**src/rtl/uart_buf_pkg.sv**
```systemverilog
// Shared types and helpers for the UART TX/RX buffering stage.
package uart_buf_pkg;

    typedef enum logic [1:0] {
        TL_ONE       = 2'b00,
        TL_QUARTER   = 2'b01,
        TL_HALF      = 2'b10,
        TL_NEAR_FULL = 2'b11
    } rxfiftl_e;

    // RX status bit offsets above the data field: PE=DATA_W, FE=DATA_W+1, BI=DATA_W+2
    localparam int unsigned ST_PE = 0;
    localparam int unsigned ST_FE = 1;
    localparam int unsigned ST_BI = 2;
    localparam int unsigned ST_W  = 3;

    function automatic int unsigned trig_level(input logic [1:0] sel, input int unsigned depth);
        int unsigned lvl;
        lvl = 1;
        case (rxfiftl_e'(sel))
            TL_ONE:       lvl = 1;
            TL_QUARTER:   lvl = depth / 4;
            TL_HALF:      lvl = depth / 2;
            TL_NEAR_FULL: lvl = depth - 2;
            default:      lvl = 1;
        endcase
        return lvl;
    endfunction

endpackage

```
**src/rtl/uart_fifo_buffers_fifo.sv**
```systemverilog
// Synchronous first-word-fall-through FIFO; head reads as zero while empty.
module fifo_sync_p #(
    parameter int unsigned DATA_W = 8,
    parameter int unsigned DEPTH  = 16
) (
    input  logic                     clk,
    input  logic                     rst,
    input  logic                     wr_en,
    input  logic                     rd_en,
    input  logic                     clear,
    input  logic [DATA_W-1:0]        data_in,
    output logic [DATA_W-1:0]        data_out,
    output logic [$clog2(DEPTH):0]   count,
    output logic                     full,
    output logic                     empty
);

    localparam int unsigned AW = $clog2(DEPTH);
    localparam int unsigned CW = AW + 1;

    logic [DATA_W-1:0] mem [DEPTH];
    logic [AW-1:0]     wr_ptr;
    logic [AW-1:0]     rd_ptr;
    logic              do_wr;
    logic              do_rd;

    assign empty    = (count == '0);
    assign full     = (count == CW'(DEPTH));
    // A read on empty is ignored; a write on full only lands if a read frees the slot.
    assign do_rd    = rd_en && !empty && !clear;
    assign do_wr    = wr_en && (!full || do_rd) && !clear;
    assign data_out = empty ? '0 : mem[rd_ptr];

    always_ff @(posedge clk or posedge rst) begin
        if (rst) begin
            wr_ptr <= '0;
            rd_ptr <= '0;
            count  <= '0;
        end else if (clear) begin
            wr_ptr <= '0;
            rd_ptr <= '0;
            count  <= '0;
        end else begin
            if (do_wr) wr_ptr <= wr_ptr + AW'(1);
            if (do_rd) rd_ptr <= rd_ptr + AW'(1);
            count <= count + CW'(do_wr) - CW'(do_rd);
        end
    end

    always_ff @(posedge clk) begin
        if (do_wr) mem[wr_ptr] <= data_in;
    end

endmodule

```
**src/rtl/uart_fifo_buffers.sv**
```systemverilog
// UART TX/RX buffering: holding registers or FIFOs, with RX status, overrun and timeout.
module uart_fifo_buffers
    import uart_buf_pkg::*;
#(
    parameter int unsigned DATA_W   = 8,
    parameter int unsigned DEPTH    = 16,
    parameter int unsigned CNT_W    = $clog2(DEPTH) + 1,
    parameter int unsigned TO_CHARS = 4
) (
    input  logic                 pclk,
    input  logic                 preset,
    input  logic                 fifoen,
    input  logic                 txclr,
    input  logic                 rxclr,
    input  logic [1:0]           rxfiftl,
    input  logic                 thr_wr_en,
    input  logic [DATA_W-1:0]    pwdata,
    input  logic                 tsr_load,
    output logic [DATA_W-1:0]    tx_data,
    input  logic                 receive_done,
    input  logic [DATA_W-1:0]    rsr_data,
    input  logic                 parity_error,
    input  logic                 frame_error,
    input  logic                 uart_break,
    input  logic                 rbr_rd_en,
    output logic [DATA_W+2:0]    rbr,
    input  logic                 char_tick,
    input  logic                 lsr_rd,
    output logic                 tx_full,
    output logic                 tx_empty,
    output logic                 rx_full,
    output logic                 rx_empty,
    output logic [CNT_W-1:0]     tx_count,
    output logic [CNT_W-1:0]     rx_count,
    output logic                 rbrf,
    output logic                 rx_trigger,
    output logic                 rx_timeout,
    output logic                 overrun,
    output logic                 rx_fifo_err
);

    localparam int unsigned RW   = DATA_W + ST_W;
    localparam int unsigned TO_W = $clog2(TO_CHARS + 1);

    logic              fifoen_q, toggle, tx_clear, rx_clear;
    logic [DATA_W-1:0] tx_head, thr;
    logic [CNT_W-1:0]  tx_cnt_f, rx_cnt_f, err_cnt;
    logic              tx_full_f, tx_empty_f, rx_full_f, rx_empty_f;
    logic [RW-1:0]     rx_in, rx_head, rbr_q;
    logic              thr_full, rbrf_q;
    logic              rx_push, rx_pop, push_err, pop_err, ovr_evt;
    logic [TO_W-1:0]   to_cnt;

    // Any fifoen change flushes both directions exactly like txclr+rxclr.
    assign toggle   = fifoen ^ fifoen_q;
    assign tx_clear = txclr | toggle;
    assign rx_clear = rxclr | toggle;
    assign rx_in    = {uart_break, frame_error, parity_error, rsr_data};

    fifo_sync_p #(.DATA_W(DATA_W), .DEPTH(DEPTH)) u_tx_fifo (
        .clk(pclk), .rst(preset), .wr_en(fifoen & thr_wr_en), .rd_en(fifoen & tsr_load),
        .clear(tx_clear), .data_in(pwdata), .data_out(tx_head), .count(tx_cnt_f),
        .full(tx_full_f), .empty(tx_empty_f)
    );

    fifo_sync_p #(.DATA_W(RW), .DEPTH(DEPTH)) u_rx_fifo (
        .clk(pclk), .rst(preset), .wr_en(fifoen & receive_done), .rd_en(fifoen & rbr_rd_en),
        .clear(rx_clear), .data_in(rx_in), .data_out(rx_head), .count(rx_cnt_f),
        .full(rx_full_f), .empty(rx_empty_f)
    );

    // Mirror of the RX FIFO's accept decisions, for error/timeout/overrun tracking.
    assign rx_pop   = fifoen && rbr_rd_en && !rx_empty_f && !rx_clear;
    assign rx_push  = fifoen && receive_done && (!rx_full_f || rx_pop) && !rx_clear;
    assign push_err = rx_push && (|rx_in[DATA_W +: ST_W]);
    assign pop_err  = rx_pop && (|rx_head[DATA_W +: ST_W]);
    assign ovr_evt  = fifoen ? (receive_done && rx_full_f && !rx_pop && !rx_clear)
                             : (receive_done && rbrf_q && !rx_clear);

    // Holding registers for non-FIFO mode.
    always_ff @(posedge pclk or posedge preset) begin
        if (preset) begin
            thr      <= '0;
            thr_full <= 1'b0;
            rbr_q    <= '0;
            rbrf_q   <= 1'b0;
        end else begin
            if (tx_clear) begin
                thr_full <= 1'b0;
            end else if (!fifoen) begin
                if (thr_wr_en) begin
                    thr      <= pwdata;
                    thr_full <= 1'b1;
                end else if (tsr_load) begin
                    thr_full <= 1'b0;
                end
            end
            if (rx_clear) begin
                rbrf_q <= 1'b0;
            end else if (!fifoen) begin
                if (receive_done) begin
                    rbr_q  <= rx_in;
                    rbrf_q <= 1'b1;
                end else if (rbr_rd_en) begin
                    rbrf_q <= 1'b0;
                end
            end
        end
    end

    always_ff @(posedge pclk or posedge preset) begin
        if (preset) begin
            fifoen_q <= 1'b0;
            overrun  <= 1'b0;
            err_cnt  <= '0;
            to_cnt   <= '0;
        end else begin
            fifoen_q <= fifoen;
            if (ovr_evt)     overrun <= 1'b1;
            else if (lsr_rd) overrun <= 1'b0;
            if (rx_clear) begin
                err_cnt <= '0;
            end else if (push_err && !pop_err) begin
                err_cnt <= err_cnt + CNT_W'(1);
            end else if (pop_err && !push_err) begin
                err_cnt <= err_cnt - CNT_W'(1);
            end
            if (!fifoen || rx_clear || rx_empty_f || rx_push || rx_pop) begin
                to_cnt <= '0;
            end else if (char_tick && (to_cnt != TO_W'(TO_CHARS))) begin
                to_cnt <= to_cnt + TO_W'(1);
            end
        end
    end

    assign tx_data     = fifoen ? tx_head    : thr;
    assign tx_count    = fifoen ? tx_cnt_f   : CNT_W'(thr_full);
    assign tx_empty    = fifoen ? tx_empty_f : ~thr_full;
    assign tx_full     = fifoen ? tx_full_f  : thr_full;
    assign rbr         = fifoen ? rx_head    : rbr_q;
    assign rx_count    = fifoen ? rx_cnt_f   : CNT_W'(rbrf_q);
    assign rx_empty    = fifoen ? rx_empty_f : ~rbrf_q;
    assign rx_full     = fifoen ? rx_full_f  : rbrf_q;
    assign rbrf        = fifoen ? ~rx_empty_f : rbrf_q;
    assign rx_trigger  = fifoen && (32'(rx_cnt_f) >= trig_level(rxfiftl, DEPTH));
    assign rx_timeout  = (to_cnt == TO_W'(TO_CHARS));
    assign rx_fifo_err = (err_cnt != '0);

endmodule

```
**config.mk**
```make
export PLATFORM = sky130hd
export DESIGN_NAME = uart_fifo_buffers
export DESIGN_NICKNAME = d
export VERILOG_FILES = /design/src/rtl/uart_buf_pkg.sv /design/src/rtl/uart_fifo_buffers_fifo.sv /design/src/rtl/uart_fifo_buffers.sv
export SDC_FILE = /design/constraint.sdc
export NUM_CORES = 1
export LEC_CHECK = 0
export ABC_AREA = 1
export CORE_MARGIN = 3
export CORE_UTILIZATION = 55
export DETAILED_ROUTE_END_ITERATION = 16
export GPL_ROUTABILITY_DRIVEN = 0
export PLACE_DENSITY = 0.77
export RECOVER_POWER = 25
export SYNTH_ARGS = -nofsm -noshare
export SYNTH_HDL_FRONTEND = slang
export SYNTH_HIERARCHICAL = 1
export SYNTH_SLANG_ARGS = --single-unit
```
**constraint.sdc**
```tcl
create_clock -name pclk -period 4 [get_ports pclk]
set_input_delay 0.8 -clock pclk [delete_from_list [all_inputs] [get_ports pclk]]
set_output_delay 0.8 -clock pclk [all_outputs]
set_load 0.02 [all_outputs]
```
# --- Yosys cells after proc, flatten, opt, wreduce, memory -nomap -nowiden ---
# Memory sizes are Yosys's and may differ from the RTL's.
# Cells that the tools add are included.
word_totals:
  ff_bits: 57
  mem_bits_rw: 304
  inputBits: 32
  out_inout_bits: 38
  wordCells: 153
  memories: 2
mem_list:
  columns: ["memory", "words", "width", "rd", "rd_clocked_by_memory_dff", "write_ports", "line", "rtl"]
  rows:
  - ["u_rx_fifo.mem", 16, 11, 1, 0, 1, "uart_fifo_buffers_fifo.sv:21", "logic [DATA_W-1:0] mem [DEPTH];"]
  - ["u_tx_fifo.mem", 16, 8, 1, 0, 1, "uart_fifo_buffers_fifo.sv:21", null]
op_classes:
  add_sub_neg: 11
  n_lt_le_gt_ge: 1
  eq_ne: 9
  muxes: 42
  n_bitwise: 13
  reduce_logical: 61
op_table:
  columns: ["op", "count"]
  rows:
  - ["$pmux 32 s4", 1]
  - ["$mux 5", 7]
  - ["$ge 5x32->1", 1]
  - ["$mux 4", 8]
  - ["$logic_and 1x1->1", 25]
  - ["$mux 11", 2]
  - ["$mux 1", 20]
  - ["$add 4x1->4 const B", 4]
  - ["$mux 8", 2]
  - ["$reduce_bool 2->1", 6]
  - ["$add 5x1->5", 2]
  - ["$eq 5x5->1 const B", 2]
  - ["$logic_not 1->1", 10]
  - ["$logic_not 5->1", 2]
  - ["$sub 5x1->5", 2]
  - ["$reduce_bool 3->1", 3]
  - ["$logic_or 1x1->1", 7]
  - ["$mux 3", 2]
  - ["$not 1->1", 6]
  - ["$reduce_and 3->1", 2]
  - ["$reduce_or 3->1", 2]
  - ["$add 5x1->5 const B", 1]
  - ["$reduce_bool 5->1", 1]
  - ["$sub 5x1->5 const B", 1]
  - ["11 further kinds", 18]

# --- Logic depth before layout (Yosys ltp) ---
# Gate-level depths: netlist of run 1.
logic_depth:
  depth_word: 13
  mapped_depth: 24
  depth_no_buf: 22

# --- Cells and area by module ---
# The synthesis of run 1 kept the hierarchy.
modules_own_cells:
  columns: ["module", "n_inst", "cells_each", "area_per_inst_um2", "seq_area_each_um2"]
  rows:
  - ["fifo_sync_p (u_rx_fifo)", 1, 835, 8460.6, 5610.4]
  - ["fifo_sync_p (u_tx_fifo)", 1, 642, 6436.2, 4169.0]
  - ["uart_fifo_buffers", 1, 309, 2228.4, 775.7]

# --- Least setup slack after synthesis of run 1 ---
# OpenSTA, ideal clock, no wires.
synth_timing:
  kind: "input -> register"
  from: "in fifoen"
  to: "reg u_tx_fifo.count[4]"
  setup_time_ns: 0.124
  arrival_ns: 3.114
  t_required_ns: 3.876
  slack_ns: 0.761
  cell_stages: 19
  path_buffers: 3
  path_cell_list: "buf_6 -> clkbuf_1 -> nand2_1 -> inv_1 -> inv_1 -> o211ai_1 -> nand3_1 -> buf_2 -> ha_1 -> inv_1 -> ha_1 -> inv_1 -> fa_1 -> inv_1 -> nand2_1 -> a21oi_1 -> nor2_1 -> o21ai_0 -> a21oi_1"
synth_via:
  elab_chain_cells: 10
  word_cells_on_any_way: 13
  classes_between: "2 x add/sub; 1 x mux; 4 x bitwise; 6 x reduce/logical"
synth_rtl:
  columns: ["element", "line", "rtl"]
  rows:
  - ["start, declared", "uart_fifo_buffers.sv:12", "input logic fifoen,"]
  - ["$xor 1x1->1", "uart_fifo_buffers.sv:55", "assign toggle = fifoen ^ fifoen_q;"]
  - ["$or 1x1->1", "uart_fifo_buffers.sv:56", "assign tx_clear = txclr | toggle;"]
  - ["$logic_not 1->1", "uart_fifo_buffers_fifo.sv:30, uart_fifo_buffers_fifo.sv:31", null]
  - ["$logic_and 1x1->1", "uart_fifo_buffers_fifo.sv:30", "assign do_rd = rd_en && !empty && !clear;"]
  - ["$logic_or 1x1->1", "uart_fifo_buffers_fifo.sv:31", "assign do_wr = wr_en && (!full || do_rd) && !clear;"]
  - ["$logic_and 1x1->1 (2 in series)", "uart_fifo_buffers_fifo.sv:31", null]
  - ["$add 5x1->5", "uart_fifo_buffers_fifo.sv:46", "count <= count + CW'(do_wr) - CW'(do_rd);"]
  - ["$sub 5x1->5", "uart_fifo_buffers_fifo.sv:46", null]
  - ["$mux 5 (*)", "uart_fifo_buffers_fifo.sv:39", "end else if (clear) begin"]
  - ["end signal, assigned", "uart_fifo_buffers_fifo.sv:46", null]
  - ["end, declared", "uart_fifo_buffers_fifo.sv:13", "output logic [$clog2(DEPTH):0] count,"]
# Mark *: on every way between the ends. The rest lies on a longest branch, timed or not.
# A chain may end at the register's enable or synchronous reset.

# --- Worst setup path after layout of run 1 ---
layout_timing:
  from: "reg u_rx_fifo.rd_ptr[0]"
  to: "out rbr[5]"
layout_via:
  elab_chain_cells: 3
layout_rtl:
  columns: ["element", "line", "rtl"]
  rows:
  - ["start, declared", "uart_fifo_buffers_fifo.sv:23", "logic [AW-1:0] rd_ptr;"]
  - ["start signal, assigned", "uart_fifo_buffers_fifo.sv:45", "if (do_rd) rd_ptr <= rd_ptr + AW'(1);"]
  - ["$mem_v2 16x11", null, null]
  - ["$mux 11", "uart_fifo_buffers_fifo.sv:32", "assign data_out = empty ? '0 : mem[rd_ptr];"]
  - ["via rx_head[5]", "uart_fifo_buffers.sv:49", "logic [RW-1:0] rx_in, rx_head, rbr_q;"]
  - ["$mux 11", "uart_fifo_buffers.sv:140", "assign rbr = fifoen ? rx_head : rbr_q;"]
  - ["end, declared", "uart_fifo_buffers.sv:26", "output logic [DATA_W+2:0] rbr,"]
# The timed path passes the listed nets, and every way through them passes these cells.

==> results of run 1 <==
## cells in the mapped netlist (all sizes together)
| master | instances | area share |
|---|---|---|
| edfxtp | 304 | 0.53 |
| o21ai | 67 | 0.021 |
| a31oi | 2 | 0.00073 |
| fa | 3 | 0.0035 |
| dfrtp | 57 | 0.083 |
| nand4 | 9 | 0.0033 |
| clkinv | 2 | 0.00044 |
| nor4 | 1 | 0.00037 |
| nor2 | 137 | 0.033 |
| xnor2 | 4 | 0.0020 |
| xor2 | 6 | 0.0031 |
| a21oi | 60 | 0.020 |
| nand2 | 542 | 0.12 |
| nor3 | 5 | 0.0015 |
| buf | 60 | 0.024 |
| ha | 31 | 0.023 |
| inv | 320 | 0.071 |
| clkbuf | 13 | 0.0028 |
| nand3 | 140 | 0.044 |
| o211ai | 21 | 0.0092 |
| or2 | 1 | 0.00037 |
| a21boi | 1 | 0.00044 |
## timing repair
item                                    4_1_cts  5_1_grt
gates cloned                                  1        1
endpoints found under the setup margin        8       16
pin swaps                                     1        0
setup buffers                                 0        3
resized for setup                             1       18
## cells by family after synthesis
logic type / after synthesis / share of synthesized area
and+or+nand+nor: 835 / 0.203
buffers and inverters: 395 / 0.0980
DFF: 361 / 0.616
AOI/OAI and AO/OA: 151 / 0.0510
adders and majority gates: 34 / 0.0262
xor gates and xnor gates: 10 / 0.00511
## state kept, by name (all words and copies together) (netlist names), 3 cells and up
| signal | cells |
|---|---|
| rbr_q | 11 |
| u_tx_fifo/mem | 128 |
| u_rx_fifo/wr_ptr | 4 |
| u_tx_fifo/rd_ptr | 4 |
| u_tx_fifo/count | 5 |
| u_tx_fifo/wr_ptr | 4 |
| to_cnt | 3 |
| thr | 8 |
| u_rx_fifo/count | 5 |
| u_rx_fifo/rd_ptr | 4 |
| err_cnt | 5 |
| u_rx_fifo/mem | 176 |
## how the worst max path moves through the flow
stage | from | end | slack (ns) | depth (start not counted)
after detailed placement | rxfiftl[0] | rx_trigger | 0.43 | 10
after CTS | u_rx_fifo/rd_ptr[0] | rbr[10] | 0.02 | 12
after global placement | rxfiftl[0] | rx_trigger | 0.45 | 10
final | u_rx_fifo/rd_ptr[0] | rbr[5] | 0.13 | 13
after global routing | u_rx_fifo/rd_ptr[0] | rbr[5] | -0.04 | 13
after floorplan | fifoen | u_tx_fifo/count[4] | 0.76 | 19
## cells in the final DEF (no fill, tap or decap), drive strengths merged, types with 10 or more instances in the layout
| cell type | count |
|---|---|
| edfxtp | 304 |
| ha | 31 |
| o21ai | 67 |
| nor2 | 138 |
| a21oi | 60 |
| clkbuf | 56 |
| clkinv | 10 |
| o211ai | 21 |
| clkdlybuf4s50 | 47 |
| buf | 41 |
| dfrtp | 57 |
| nand3 | 140 |
| dlygate4sd3 | 12 |
| inv | 321 |
| nand2 | 542 |
## cell type report
class                   instances  share of cell area
clock buffers                  52              0.0514
clock inverters                12             0.00467
inverters                     322              0.0636
multi-input cells            1031               0.254
flip-flops and latches        361               0.547
well taps                     390              0.0253
repair buffers                112              0.0533
repair inverters                1            0.000260
## per-stage QoR
stage | worst slack, ns | cells
global route | -0.0398 | 2281
floorplan | 0.761 | 1786
global placement | 0.453 | 2212
detailed placement | 0.429 | 2212
finish | 0.134 | 2281
CTS | 0.0194 | 2277
## report_power, final
group,switching [mW],internal (mW)
Combinational,0.281,0.150
Sequential,0.0265,4.14
Clock,1.35,1.80
Total,1.66,6.08
## critical path, cell delays in order, from the launching register on
cell            delay, ns
dfrtp_2              0.43
buf_4                0.22
nand2_1              0.09
buf_4                0.22
clkinvlp_2           0.31
buf_4                0.25
nand2_1              0.05
nand3_1              0.07
o21ai_0              0.15
nor2_1               0.06
nor2_1               0.14
nand2_1              0.07
o21ai_0              0.18
dlymetal6s2s_1       0.31
## metal layers
layer / vias to the layer above / share of wire / global-route usage
li1: 5860 / - / -
met1: 5817 / 0.39 / 0.305
met2: 471 / 0.51 / 0.433
met3: 112 / 0.066 / 0.0303
met4: 0 / 0.039 / 0.0969
met5: - / 0 / 0
==> flow_summary_export.csv, run 1 <==
group,metric,value,unit
yosys,avgSynthCellArea,9.59,um^2
timing,drv_slew,0,
hold_path,hp-start,"thr[0]",
setup_path,r2r-start,"u_rx_fifo/rd_ptr[0]",
setup_path,crit_arrival,3.07,ns
timing,layout_min_cycle_time,3.87,ns
global_routing,antenna_found_initial,1,
timing,tightest_slew,0.867,ns
pwr,cellPowerDensity,401,nW/um^2
finish,final_cell_area,19300,um^2
yosys,synth_cell_types,38,
die,start_util,0.567,
job,drv_cap,0,
hold_path,worstHoldPathType,"flop to flop",
die,rows,63,
cts,root_buffer,"clkbuf_16",
route,viasPerCell,5.37,
hold_path,worst_hold_path.num_cells,2,
die,die_area,33300,um^2
global_routing,grt_pass1_vias,12418,
timing,setup_viol,0,
setup_path,timing.rr.end,"err_cnt[4]",
status,status,"finished, final reports clean",
yosys,ys_warn_count,6,
cts,cts_made_buffers,37,
setup_path,crit_required,3.20,ns
global_routing,grt_pass1_wl,64.1,mm
hold_path,min_to,"thr[0]",
route,dr.pass1.iters,5,
yosys,ys_seq_elements,361,
cts,cts_htree_levels,2,
setup_path,endpoint_kind,"primary output",
setup_path,cp_max_fo,19,
timing,fmax,259,MHz
finish,fin_nets,1932,
route,route.vias.total,12260,
timing,min_period_over_period,0.967,
cts,clock_latency,0.52,ns
route,ant_nets,0,
finish,syn2layout_area_growth,12.6,%
finish,multiInputGateArea,4900,um^2
finish,layout-drive-gt1-share,0.0740,
cts,hold_buffers,0,
cts,cts.sinks,361,
place,placed_cell_area,18200,um^2
timing,fin_hold_ws,0.484,ns
global_routing,grtUsageTotal,0.244,
finish,antennaDiodeCount,0,
global_routing,overflow,0,
finish,ff_latch_area,10600,um^2
yosys,syn_nets,1852,
die,fp.dieH,182,um
route,wl,40.3,mm
setup_path,start_kind,"flop",
global_routing,grt_max_degree,52,
setup_path,path_class,"flop to primary output",
pwr,p_leak,8.52,nW
cts,clockBufferDepth,3,
pwr,ir_drop,0.413,mV
cts,cts.clk_slew.worst_paths,0.06,ns
yosys,syn_area,17100,um^2
place,hpwl,26.0,mm
route,drc,0,
timing,hold_viol,0,
cts,cts_tree,"built",
setup_path,r2r_cells,23,
timing,setup_tns,0,ns
pwr,power,7.74,mW
finish,utilization,0.639,
finish,fill_cells,2341,
die,core,30200,um^2
die,ios,70,
timing,relSlewSlack,0.420,
route,wl_per_cell,17.7,um
yosys,synthCells,1786,
timing,final.setup_skew,0.0211,ns
setup_path,r2r_slack,0.36,ns
yosys,yosysSeqAreaShare,0.616,
route,drt_iter0_markers,1133,
die,die_x,182,um
place,numPortBuffers,69,
No activity file was read; power rests on OpenSTA's default activity.
==> run 2, diff against run 1 <==
--- a/config.mk
+++ b/config.mk
@@ -10,7 +10,7 @@
 export CORE_UTILIZATION = 55
 export DETAILED_ROUTE_END_ITERATION = 16
 export GPL_ROUTABILITY_DRIVEN = 0
-export PLACE_DENSITY = 0.77
+export PLACE_DENSITY = 0.84
 export RECOVER_POWER = 25
 export SYNTH_ARGS = -nofsm -noshare
 export SYNTH_HDL_FRONTEND = slang
==> run 2 against run 1 <==
Against the previous run: register-to-register slack better by 0.27 ns; core utilization is 0.20 points lower; worst setup slack got worse by 0.0013 ns; worst hold slack improved by 0.0049 ns; wire length decreased by 0.57%; die area is the same; combinational power hardly changed; critical path depth is 4 lower; critical path type unchanged; cell area is 0.32% lower; non-clock buffer count down 3.
==> flow_summary_export.csv, run 2 (synthesis gave the netlist of run 1 again) <==
group,metric,value,unit
status,status,"finished, final reports clean",
finish,top_regs,"u_rx_fifo/mem (176), u_tx_fifo/mem (128), rbr_q (11)",
setup_path,r2r_cells,21,
die,start_util,0.567,
die,rows,63,
route,viasPerCell,5.45,
job,drv_cap,0,
setup_path,r2r_slack,0.63,ns
pwr,cellPowerDensity,402,nW/um^2
setup_path,timing.rr.end,"err_cnt[4]",
timing,fmax,259,MHz
cts,root_buffer,"clkbuf_16",
pwr,power.internal,6.06,mW
finish,fill_cells,2260,
finish,final_common_cell,"nand2_1",
finish,largest_reg_flops,176,
cts,clock_latency,0.52,ns
cts,cts_made_buffers,36,
hold_path,hp-start,"thr[7]",
die,die_x,182,um
finish,syn2layout_area_growth,12.3,%
global_routing,grt_pass1_vias,12258,
route,wl_per_cell,17.6,um
cts,clockBufferDepth,3,
setup_path,start_kind,"flop",
route,drc,0,
timing,hold_viol,0,
finish,final_cells,2275,
cts,hold_buffers,0,
setup_path,r2r-start,"u_rx_fifo/rd_ptr[0]",
hold_path,worst_hold_path.num_cells,2,
timing,setup_tns,0,ns
pwr,p_leak,8.41,nW
route,ant_nets,0,
route,wl,40.1,mm
finish,top_register,"u_rx_fifo/mem",
pwr,p_clk_frac,0.405,
hold_path,min_to,"thr[7]",
global_routing,grt_pass1_wl,63.1,mm
route,dr.pass1.iters,8,
pwr,p_switching,1.66,mW
timing,relSlewSlack,0.257,
pwr,power,7.72,mW
timing,drv_slew,0,
timing,final.setup_skew,0.0106,ns
die,ios,70,
setup_path,cp_max_fo,34,
pwr,p_comb_frac,0.056,
finish,antennaDiodeCount,0,
timing,tightest_slew,1.11,ns
finish,layout-drive-gt1-share,0.0690,
setup_path,cp_cell_sequence,"clkinv_4 -> nand2_1 -> a21oi_1 -> nor2_1 -> nor2_1 -> nor2_1 -> nand2_1 -> o21ai_0 -> clkdlybuf4s50_1",
finish,final_cell_mix,"535 x nand2_1, 312 x inv_1, 304 x edfxtp_1",
pwr,switching_share,0.215,
setup_path,worst_path_max_delay_cell,"clkdlybuf4s50_1",
cts,cts.clk_slew.worst_paths,0.06,ns
route,drt_iter0_markers,1530,
die,core,30200,um^2
global_routing,overflow,0,
finish,multiInputGateArea,4880,um^2
cts,cts_tree,"built",
timing,min_period_over_period,0.967,
place,place_inst,2212,
global_routing,grt_max_degree,70,
pwr,p_seq_frac,0.539,
place,hpwl,25.7,mm
finish,fin_nets,1926,
timing,setup_viol,0,
setup_path,endpoint_kind,"primary output",
setup_path,crit_required,3.20,ns
cts,cts_setup_buffers,0,
place,numPortBuffers,69,
pwr,ir_drop,0.331,mV
setup_path,slowest_delay,0.69,ns
finish,ff_latch_area,10600,um^2
die,die_area,33300,um^2
hold_path,worstHoldPathType,"flop to flop",
die,fp.dieH,182,um
setup_path,path_class,"flop to primary output",
global_routing,antenna_found_initial,1,
global_routing,grtUsageTotal,0.239,
setup_path,crit_arrival,3.07,ns
cts,cts_htree_levels,2,
timing,layout_min_cycle_time,3.87,ns
cts,cts.sinks,361,
route,route.vias.total,12404,
setup_path,crit_path_frequent_cell,"nor2_1",
-- run 2: what timing repair did --
action | CTS | global route
resized for setup | 1 | 9
endpoints found under the setup margin | 1 | 9
pin swaps | 0 | 1
-- run 2: layer usage --
metal,wire [um],GRT usage,vias to the layer above
met5,0,0,-
met4,1520,0.0963,0
met3,3190,0.0357,108
met2,20000,0.413,619
met1,15400,0.306,5843
li1,-,-,5834
-- run 2: worst max-delay path: cells and delay by family (launching register included) --
family	cells	cell delay, ns
buffers and inverters	2	1.03
AND/OR/NAND/NOR	5	0.72
AO/OA/AOI/OAI	2	0.18
flip-flops	1	0.60
-- run 2: metrics by stage --
stage / instance area, um^2 / setup WS (ns) / hold slack, ns / util
2_1_floorplan: 17100 / 0.761 / 0.455 / -
6_report: 19200 / 0.132 / 0.489 / 0.637
3_5_place_dp: 18200 / 0.407 / 0.476 / 0.601
3_3_place_gp: 18200 / 0.464 / 0.467 / 0.601
5_1_grt: 19200 / -0.0187 / 0.505 / 0.637
4_1_cts: 19200 / 0.0518 / 0.492 / 0.637
-- run 2: area by class of cell --
class / count / share of cell area
Clock buffer: 52 / 0.0532
Clock inverter: 11 / 0.00306
Inverter: 322 / 0.0638
Multi-Input combinational cell: 1030 / 0.254
Sequential cell: 361 / 0.549
Tap cell: 390 / 0.0254
Timing Repair Buffer: 109 / 0.0516
-- run 2: worst max path at each step --
stage / depth (start not counted) / slack (ns) / to / startpoint
after detailed placement: 10 / 0.41 / rx_trigger / rxfiftl[0]
after floorplan: 19 / 0.76 / u_tx_fifo/count[4] / fifoen
after CTS: 10 / 0.05 / tx_data[5] / u_tx_fifo/rd_ptr[1]
after global routing: 10 / -0.02 / tx_data[5] / u_tx_fifo/rd_ptr[1]
after global placement: 10 / 0.46 / rx_trigger / rxfiftl[0]
final: 9 / 0.13 / tx_data[5] / u_tx_fifo/rd_ptr[1]
-- run 2: power groups by stage --
stage / sequential [mW] / clock (mW) / combinational [mW]
floorplan: 4.23 / 0 / 0.225
detailed placement: 4.24 / 0 / 0.435
CTS: 4.16 / 3.15 / 0.438
finish: 4.16 / 3.13 / 0.433
global route: 4.16 / 3.33 / 0.470
global placement: 4.24 / 0 / 0.418
==> run 3, diff against run 2 <==
--- a/config.mk
+++ b/config.mk
@@ -6,6 +6,7 @@
 export NUM_CORES = 1
 export LEC_CHECK = 0
 export ABC_AREA = 1
+export CAP_MARGIN = 20
 export CORE_MARGIN = 3
 export CORE_UTILIZATION = 55
 export DETAILED_ROUTE_END_ITERATION = 16
==> results of run 3 <==
Final layout, timing and power as in run 2 (identical DEF).
